**src/rtl/button_conditioner.sv**
```systemverilog
// Button conditioner: per-input 2-flop synchronizer, stable-time debouncer,
// press/release pulse detection and a sticky press latch for polled readers.
module button_conditioner #(
  parameter int N_BTN           = 7,
  parameter int DEBOUNCE_CYCLES = 500000
) (
  input  logic             clk,
  input  logic             reset,
  input  logic [N_BTN-1:0] btn_raw,
  input  logic [N_BTN-1:0] latch_clear,
  output logic [N_BTN-1:0] btn_level,
  output logic [N_BTN-1:0] btn_press,
  output logic [N_BTN-1:0] btn_release,
  output logic [N_BTN-1:0] press_latched,
  output logic             any_press
);

  localparam int CNT_W = $clog2(DEBOUNCE_CYCLES + 1);
  localparam logic [CNT_W-1:0] CNT_MAX = CNT_W'(DEBOUNCE_CYCLES - 1);
  localparam logic [CNT_W-1:0] CNT_ONE = CNT_W'(1);

  logic [N_BTN-1:0]            sync1_q, sync1_d;
  logic [N_BTN-1:0]            sync2_q, sync2_d;
  logic [N_BTN-1:0][CNT_W-1:0] cnt_q, cnt_d;
  logic [N_BTN-1:0]            level_q, level_d;
  logic [N_BTN-1:0]            press_q, press_d;
  logic [N_BTN-1:0]            release_q, release_d;
  logic [N_BTN-1:0]            latched_q, latched_d;

  // Next-state: synchronize, count stable mismatch cycles, detect edges, update latch
  always_comb begin
    sync1_d = btn_raw;
    sync2_d = sync1_q;
    cnt_d   = cnt_q;
    level_d = level_q;
    for (int i = 0; i < N_BTN; i++) begin
      if (sync2_q[i] == level_q[i]) begin
        cnt_d[i] = '0;
      end else if (cnt_q[i] == CNT_MAX) begin
        level_d[i] = sync2_q[i];
        cnt_d[i]   = '0;
      end else begin
        cnt_d[i] = cnt_q[i] + CNT_ONE;
      end
    end
    press_d   = level_d & ~level_q;
    release_d = ~level_d & level_q;
    // A press on the same edge as a clear must survive so no strum is lost
    latched_d = press_d | (latched_q & ~latch_clear);
  end

  // State registers, all cleared asynchronously by reset
  always_ff @(posedge clk or posedge reset) begin
    if (reset) begin
      sync1_q   <= '0;
      sync2_q   <= '0;
      cnt_q     <= '0;
      level_q   <= '0;
      press_q   <= '0;
      release_q <= '0;
      latched_q <= '0;
    end else begin
      sync1_q   <= sync1_d;
      sync2_q   <= sync2_d;
      cnt_q     <= cnt_d;
      level_q   <= level_d;
      press_q   <= press_d;
      release_q <= release_d;
      latched_q <= latched_d;
    end
  end

  assign btn_level     = level_q;
  assign btn_press     = press_q;
  assign btn_release   = release_q;
  assign press_latched = latched_q;
  assign any_press     = |latched_q;

endmodule

```
**config.mk**
```make
export PLATFORM = sky130hd
export DESIGN_NAME = button_conditioner
export DESIGN_NICKNAME = d
export VERILOG_FILES = /design/src/rtl/button_conditioner.sv
export SDC_FILE = /design/constraint.sdc
export NUM_CORES = 1
export LEC_CHECK = 0
export ABC_AREA = 1
export CELL_PAD_IN_SITES_DETAIL_PLACEMENT = 0
export CELL_PAD_IN_SITES_GLOBAL_PLACEMENT = 1
export CORE_AREA = 3 3 144 146
export CTS_CLUSTER_DIAMETER = 120
export DETAILED_ROUTE_END_ITERATION = 7
export DIE_AREA = 0 0 147 149
export GPL_ROUTABILITY_DRIVEN = 0
export GPL_TIMING_DRIVEN = 0
export PLACE_DENSITY_LB_ADDON = 0.1
export SETUP_SLACK_MARGIN = 0.2
export SLEW_MARGIN = 20
export SYNTH_ARGS = -nofsm -noshare
export SYNTH_HDL_FRONTEND = slang
export SYNTH_SLANG_ARGS = --single-unit
export TNS_END_PERCENT = 20
```
**constraint.sdc**
```tcl
create_clock -name clk -period 8.59 [get_ports clk]
set_clock_uncertainty 0.15 [all_clocks]
set_input_delay 1.718 -clock clk [delete_from_list [all_inputs] [get_ports clk]]
set_output_delay 1.718 -clock clk [all_outputs]
set_load 0.05 [all_outputs]
```
==> results of run 1 <==
cell type report:
type,count,area (µm²)
fillers,1893,9090
flip-flops and latches,175,4380
multi-input cells,810,4070
inverters,148,563
repair buffers,45,468
clock buffers,20,457
well taps,265,332
clock inverters,12,158
plain buffers,2,10.0
cells in the mapped netlist, types with 2 or more instances:
master and count:
a21oi_1 23, a21oi_2 2, buf_2 2, dfrtp_1 175, ha_1 7, inv_1 141, inv_2 6, nand2_1 199
nand2_2 11, nand2_4 3, nand3_1 73, nand3_2 13, nand3b_1 6, nand4_1 32, nor2_1 280, nor2_2 21
nor2_4 15, nor3_1 21, nor3_2 2, nor3b_1 4, nor4_1 3, o21ai_0 18, o21ai_1 5, o21bai_1 3
o22ai_1 6, xnor2_1 16, xor2_1 39
logic make-up (layout without fill, tap and decap cells):
| kind of cell | Yosys count | count (layout) | synth area share (%) |
|---|---|---|---|
| AOI/OAI and AO/OA | 61 | 61 | 3.75 |
| xor gates and xnor gates | 56 | 56 | 5.52 |
| adders and majority gates | 7 | 7 | 0.972 |
| buffers and inverters | 150 | 227 | 6.27 |
| DFF | 175 | 175 | 48.6 |
| and+or+nand+nor | 686 | 686 | 34.9 |
worst max-delay path, delay by kind of cell, from the launching register on:
family	cells	cell delay (ns)
DFF	1	0.44
and+or+nand+nor	2	0.90
buffers and inverters	1	0.75
registers in the layout, summed over array words and instances (netlist names):
register / cells
press_latched: 7
btn_release: 7
btn_press: 7
sync1_q: 7
cnt_q: 133
sync2_q: 7
btn_level: 7
per-stage QoR:
stage               worst slack (ns)  area [µm²]  hold slack (ns)  setup TNS [ns]
floorplan                       1.98        9010            0.181               0
global placement              -0.500        9790            0.183          -85.74
detailed placement              4.51        9820            0.186               0
CTS                             4.02       10400            0.200               0
global route                    4.05       10400            0.206               0
finish                          4.19       10400            0.199               0
worst max-delay path by stage:
stage	start	end	slack, ns	depth (start not counted)
floorplan	reset	btn_level[0]$_DFF_PP0_	1.98	1
global placement	reset	cnt_q[91]$_DFF_PP0_	-0.50	2
detailed placement	press_latched[5]$_DFF_PP0_	any_press	4.51	3
CTS	press_latched[5]$_DFF_PP0_	any_press	4.02	3
global route	press_latched[5]$_DFF_PP0_	any_press	4.05	3
finish	press_latched[5]$_DFF_PP0_	any_press	4.19	3
metal layers:
metal,vias up,routed length (µm),track usage (%)
li1,3708,-,-
met1,3313,9260,25.5
met2,61,9010,30.2
met3,25,440,3.22
met4,0,269,5.92
met5,-,0,0
power by group through the flow:
stage	Clock (W)	Sequential, W	Combinational, W
after floorplan	0	0.000858	0.0000387
after global placement	0	0.000859	0.0000586
after detailed placement	0	0.000859	0.0000614
after CTS	0.000828	0.000844	0.0000613
after global routing	0.000862	0.000845	0.0000685
final	0.000801	0.000844	0.0000587
==> metrics.txt, run 1 <==
ranking of synthesized cells by area dfrtp_1 49%, nor2_1 12%, nand2_1 8.3%; max_cap viols 0; commonest non-fill, non-tap cell in the layout nor2_1; CP Launch Type register; CTS Buf Count 17; CP max stage cell clkdlybuf4s50_1; crit path capture type output port; Yosys top cell area share between 40% and 50%; maximum clock rate 0.227 GHz; Seq pwr share 49.5%; IO Pins 45; Post-Layout Cell Count 1477; Syn Area/Cell around 8 µm²; Post-synth top flop dfrtp_1; Req. time, crit path ~6.7 ns; dominant cell type by area after synthesis dfrtp_1; R2R Path Start cnt_q[57]$_DFF_PP0_; HP Start sync1_q[1]$_DFF_PP0_; Gate Count Post-Synth between 1000 and 1500; Post-synth EDFFs 0; Slew Viols, Final 0; CTS H-tree depth 4; Clock Pin Slew Worst Setup and Hold Paths around 0.07 ns; Nets ~1200; post_cts resized 0; Synth cell types 36; IO Port Bufs between 40 and 50; initial antenna violation count 0; fin crit share between 50% and 60%; Switching Share 22.0%; worst IR drop on VDD about 0.13 mV; status finished, final reports clean; Largest stage delay, worst path 0.75 ns; grt ovf 0; remaining antenna violation count 0; Bufs on Longest Clock Path 2; largest net degree at the start of global routing 92; switching power about 0.00037 W; vias in the first global route ~7000; Routed WL about 19000 µm; core box area 19500 µm²; full die area between 20000 and 25000 µm²; first-pass GRT wire length 33400 µm; Die Span X 147 µm; worst min path class register to register; syn_nets 1158; most frequent cells in the layout 280 x nor2_1, 199 x nand2_1, 175 x dfrtp_1; placed cell count 1445; Post-CTS Setup Bufs 0; Power Total 0.00170 W; starting density of the core 46.2%; number of DRC markers in iteration 0 between 300 and 400; Via Count 7107; final worst path period need 4.40 ns; P&R area growth vs syn 15.8%; Internal 0.00133 W; Yosys reg bits 175; gr usage total 18.5%; Vias per Instance a little under 5; R2R cell count 5; 1st-pass router iterations 5; DP HPWL between 10000 and 15000 µm; clk sinks between 150 and 200; setup slack, reg-to-reg 6.67 ns; critical path cell sequence nor4_1, nand4_1, clkdlybuf4s50_1; RSZ-0062 raised after global routing false; final setup vio count 0; YS warnings 0; Hold Path End sync2_q[1]$_DFF_PP0_; Slew headroom a little under half; arrival time at the worst endpoint between 2 and 3 ns; Post-CTS Hold Fix Bufs 0; clock share of power roughly 47%; Die Y 149 µm; layout cells sized above 1 under 10%; hold path depth 0; Gate power share 3.4%; # rows around 50; per-cell routed wire length about 13 µm; ys async rst share 100%; # diodes 0; sequential area share after synthesis 48.6%; Mapped Area 9010 µm²; number of remaining DRC errors 0; Worst-Margin Slew approximately 0.8 ns; Pleak between 4 and 5 nW; FF-to-FF End btn_release[3]$_DFF_PP0_; PwrDens between 150 and 200 nW/µm²; critical path class register to output port; CTS Root Cell clkbuf_16; Worst-Skew Late Latency 0.43 ns; fin util a little over half; CTS tree yes; Crit Path Max Fanout 3; Final Hold Viols 0
No activity file was read; power rests on OpenSTA's default activity.
==> run 2: changes to the inputs <==
==> constraint.sdc (replaced) <==
create_clock -name clk -period 4.4 [get_ports clk]
set_clock_uncertainty 0.15 [all_clocks]
set_input_delay 0.88 -clock clk [delete_from_list [all_inputs] [get_ports clk]]
set_output_delay 0.88 -clock clk [all_outputs]
set_load 0.05 [all_outputs]
==> run 2 against run 1 <==
  * Wire length grew 0.27%
  * Non-clock buffer count grew 5
  * Clock power grew 87%
  * Design area grew 0.74%
  * Critical endpoint unchanged
  * Highest routed layer unchanged
==> metrics.txt, run 2 (same netlist as run 1, synthesis figures left out) <==
status finished, final reports clean; arrival time at the worst endpoint around 2.4 ns; PwrDens 311 nW/µm²; most frequent cells in the layout 280 x nor2_1, 199 x nand2_1, 175 x dfrtp_1; per-cell routed wire length about 13 µm; 1st-pass router iterations 5; remaining antenna violation count 0; Vias per Instance between 4 and 5; initial antenna violation count 0; starting density of the core between 40% and 50%; worst min path class register to register; GR met3 Demand/Resource under 10%; Largest stage delay, worst path ~0.75 ns; Clock Pin Slew Worst Setup and Hold Paths ~0.07 ns; Pleak between 4 and 5 nW; RSZ-0062 raised after global routing false; Post-Route Setup TNS 0 ns; layout cells sized above 1 under 10%; dpl cell area just under 10000 µm²; CTS Buf Count 17; IO Port Bufs between 40 and 50; Req. time, crit path about 3.4 ns; IO Pins between 40 and 50; largest register by flop count cnt_q; P&R area growth vs syn 16.6%; gr usage total a little under a fifth; Worst-Skew Late Latency between 0.4 and 0.5 ns; maximum clock rate just under 0.3 GHz; Nets approximately 1200; Post-CTS Setup Bufs 0; core box area 19500 µm²; fin crit share between 70 and 80%; CP max stage cell clkdlybuf4s50_1; worst IR drop on VDD between 0.2 and 0.25 mV; Post-CTS Hold Fix Bufs 0; Die Y roughly 150 µm; largest net degree at the start of global routing 30; number of remaining DRC errors 0; critical path class register to output port; grt ovf 0; # fillers roughly 1900; Crit Path Max Fanout 3; # rows between 50 and 60; Slew headroom between 50 and 60%; clk sinks 175; first-pass GRT wire length roughly 33000 µm; hold path depth 0; CP Launch Type register; max reg flops 133; CTS H-tree depth 4; CTS Root Cell clkbuf_16; Bufs on Longest Clock Path 2; final worst path period need 3.46 ns; CTS tree yes; post_cts resized 0; vias in the first global route 6856; Design Area, Final 10500 µm²; Die Span X between 100 and 150 µm; final setup vio count 0; max_cap viols 0; commonest non-fill, non-tap cell in the layout nor2_1; crit path capture type output port; Final Hold Viols 0; # diodes 0; met2 usage 29.5%; DP HPWL about 14000 µm; Routed WL 19000 µm; R2R cell count 5; number of DRC markers in iteration 0 approximately 410; critical path cell sequence nor4_1, nand4_1, clkdlybuf4s50_1; Worst-Margin Slew ~0.68 ns; met1 Usage GRT 25.6%; grt peak-use layer met2; Via Count 7148; Slew Viols, Final 0; full die area around 22000 µm²
==> run 2: cell count changes in the layout (fill, tap and decap cells not counted), sizes merged <==
cell      before  now
clkinv         5    7
bufinv         3    2
clkinvlp       3    2
buf            3    8
==> run 2: routing by layer <==
layer | vias to the layer above | wire length, µm
met5 | - | 0
met3 | 15 | 590
met1 | 3323 | 9450
met2 | 100 | 8820
li1 | 3710 | -
met4 | 0 | 169
==> run 2: layout make-up <==
class | instances | area, µm² | share of cell area, %
sequential | 175 | 4380 | 41.7
clock buffer | 20 | 457 | 4.34
timing repair buffer | 50 | 576 | 5.47
tap | 265 | 332 | 3.15
inverter | 148 | 559 | 5.32
buffer | 2 | 10.0 | 0.0952
multi-input combinational | 810 | 4070 | 38.7
clock inverter | 12 | 131 | 1.25
==> run 2: power breakdown <==
part / switching, W / internal, W
clock: 0.000632 / 0.000870
sequential: 0.0000163 / 0.00163
combinational: 0.0000801 / 0.0000456
total: 0.000728 / 0.00255
==> run 2: worst paths after layout <==
kind | from | to | slack [ns]
max in group asynchronous | reset | btn_level[2]$_DFF_PP0_ | 2.43
hold / removal | sync1_q[3]$_DFF_PP0_ | sync2_q[3]$_DFF_PP0_ | 0.20
setup / recovery | press_latched[5]$_DFF_PP0_ | any_press | 0.94
hold reg to reg | sync1_q[3]$_DFF_PP0_ | sync2_q[3]$_DFF_PP0_ | 0.20
min in group asynchronous | reset | cnt_q[17]$_DFF_PP0_ | 0.72
setup reg to reg | cnt_q[57]$_DFF_PP0_ | btn_release[3]$_DFF_PP0_ | 2.55
==> run 2: critical path, delay by kind of cell (launching register included) <==
kind	cells	cell delay, ns
simple gates	2	0.80
flops	1	0.45
buf+inv	1	0.75
==> run 2: per-stage QoR <==
| stage | setup WS, ns | utilization [%] | hold WS (ns) | power [W] | instances |
|---|---|---|---|---|---|
| after floorplan | 1.13 | - | 0.181 | 0.00175 | 1135 |
| after global placement | -0.373 | 50.1 | 0.183 | 0.00179 | 1444 |
| after detailed placement | 1.22 | 50.8 | 0.188 | 0.00181 | 1450 |
| after CTS | 0.728 | 53.8 | 0.199 | 0.00333 | 1482 |
| after global routing | 0.766 | 53.8 | 0.205 | 0.00341 | 1482 |
| final | 0.937 | 53.8 | 0.196 | 0.00327 | 1482 |
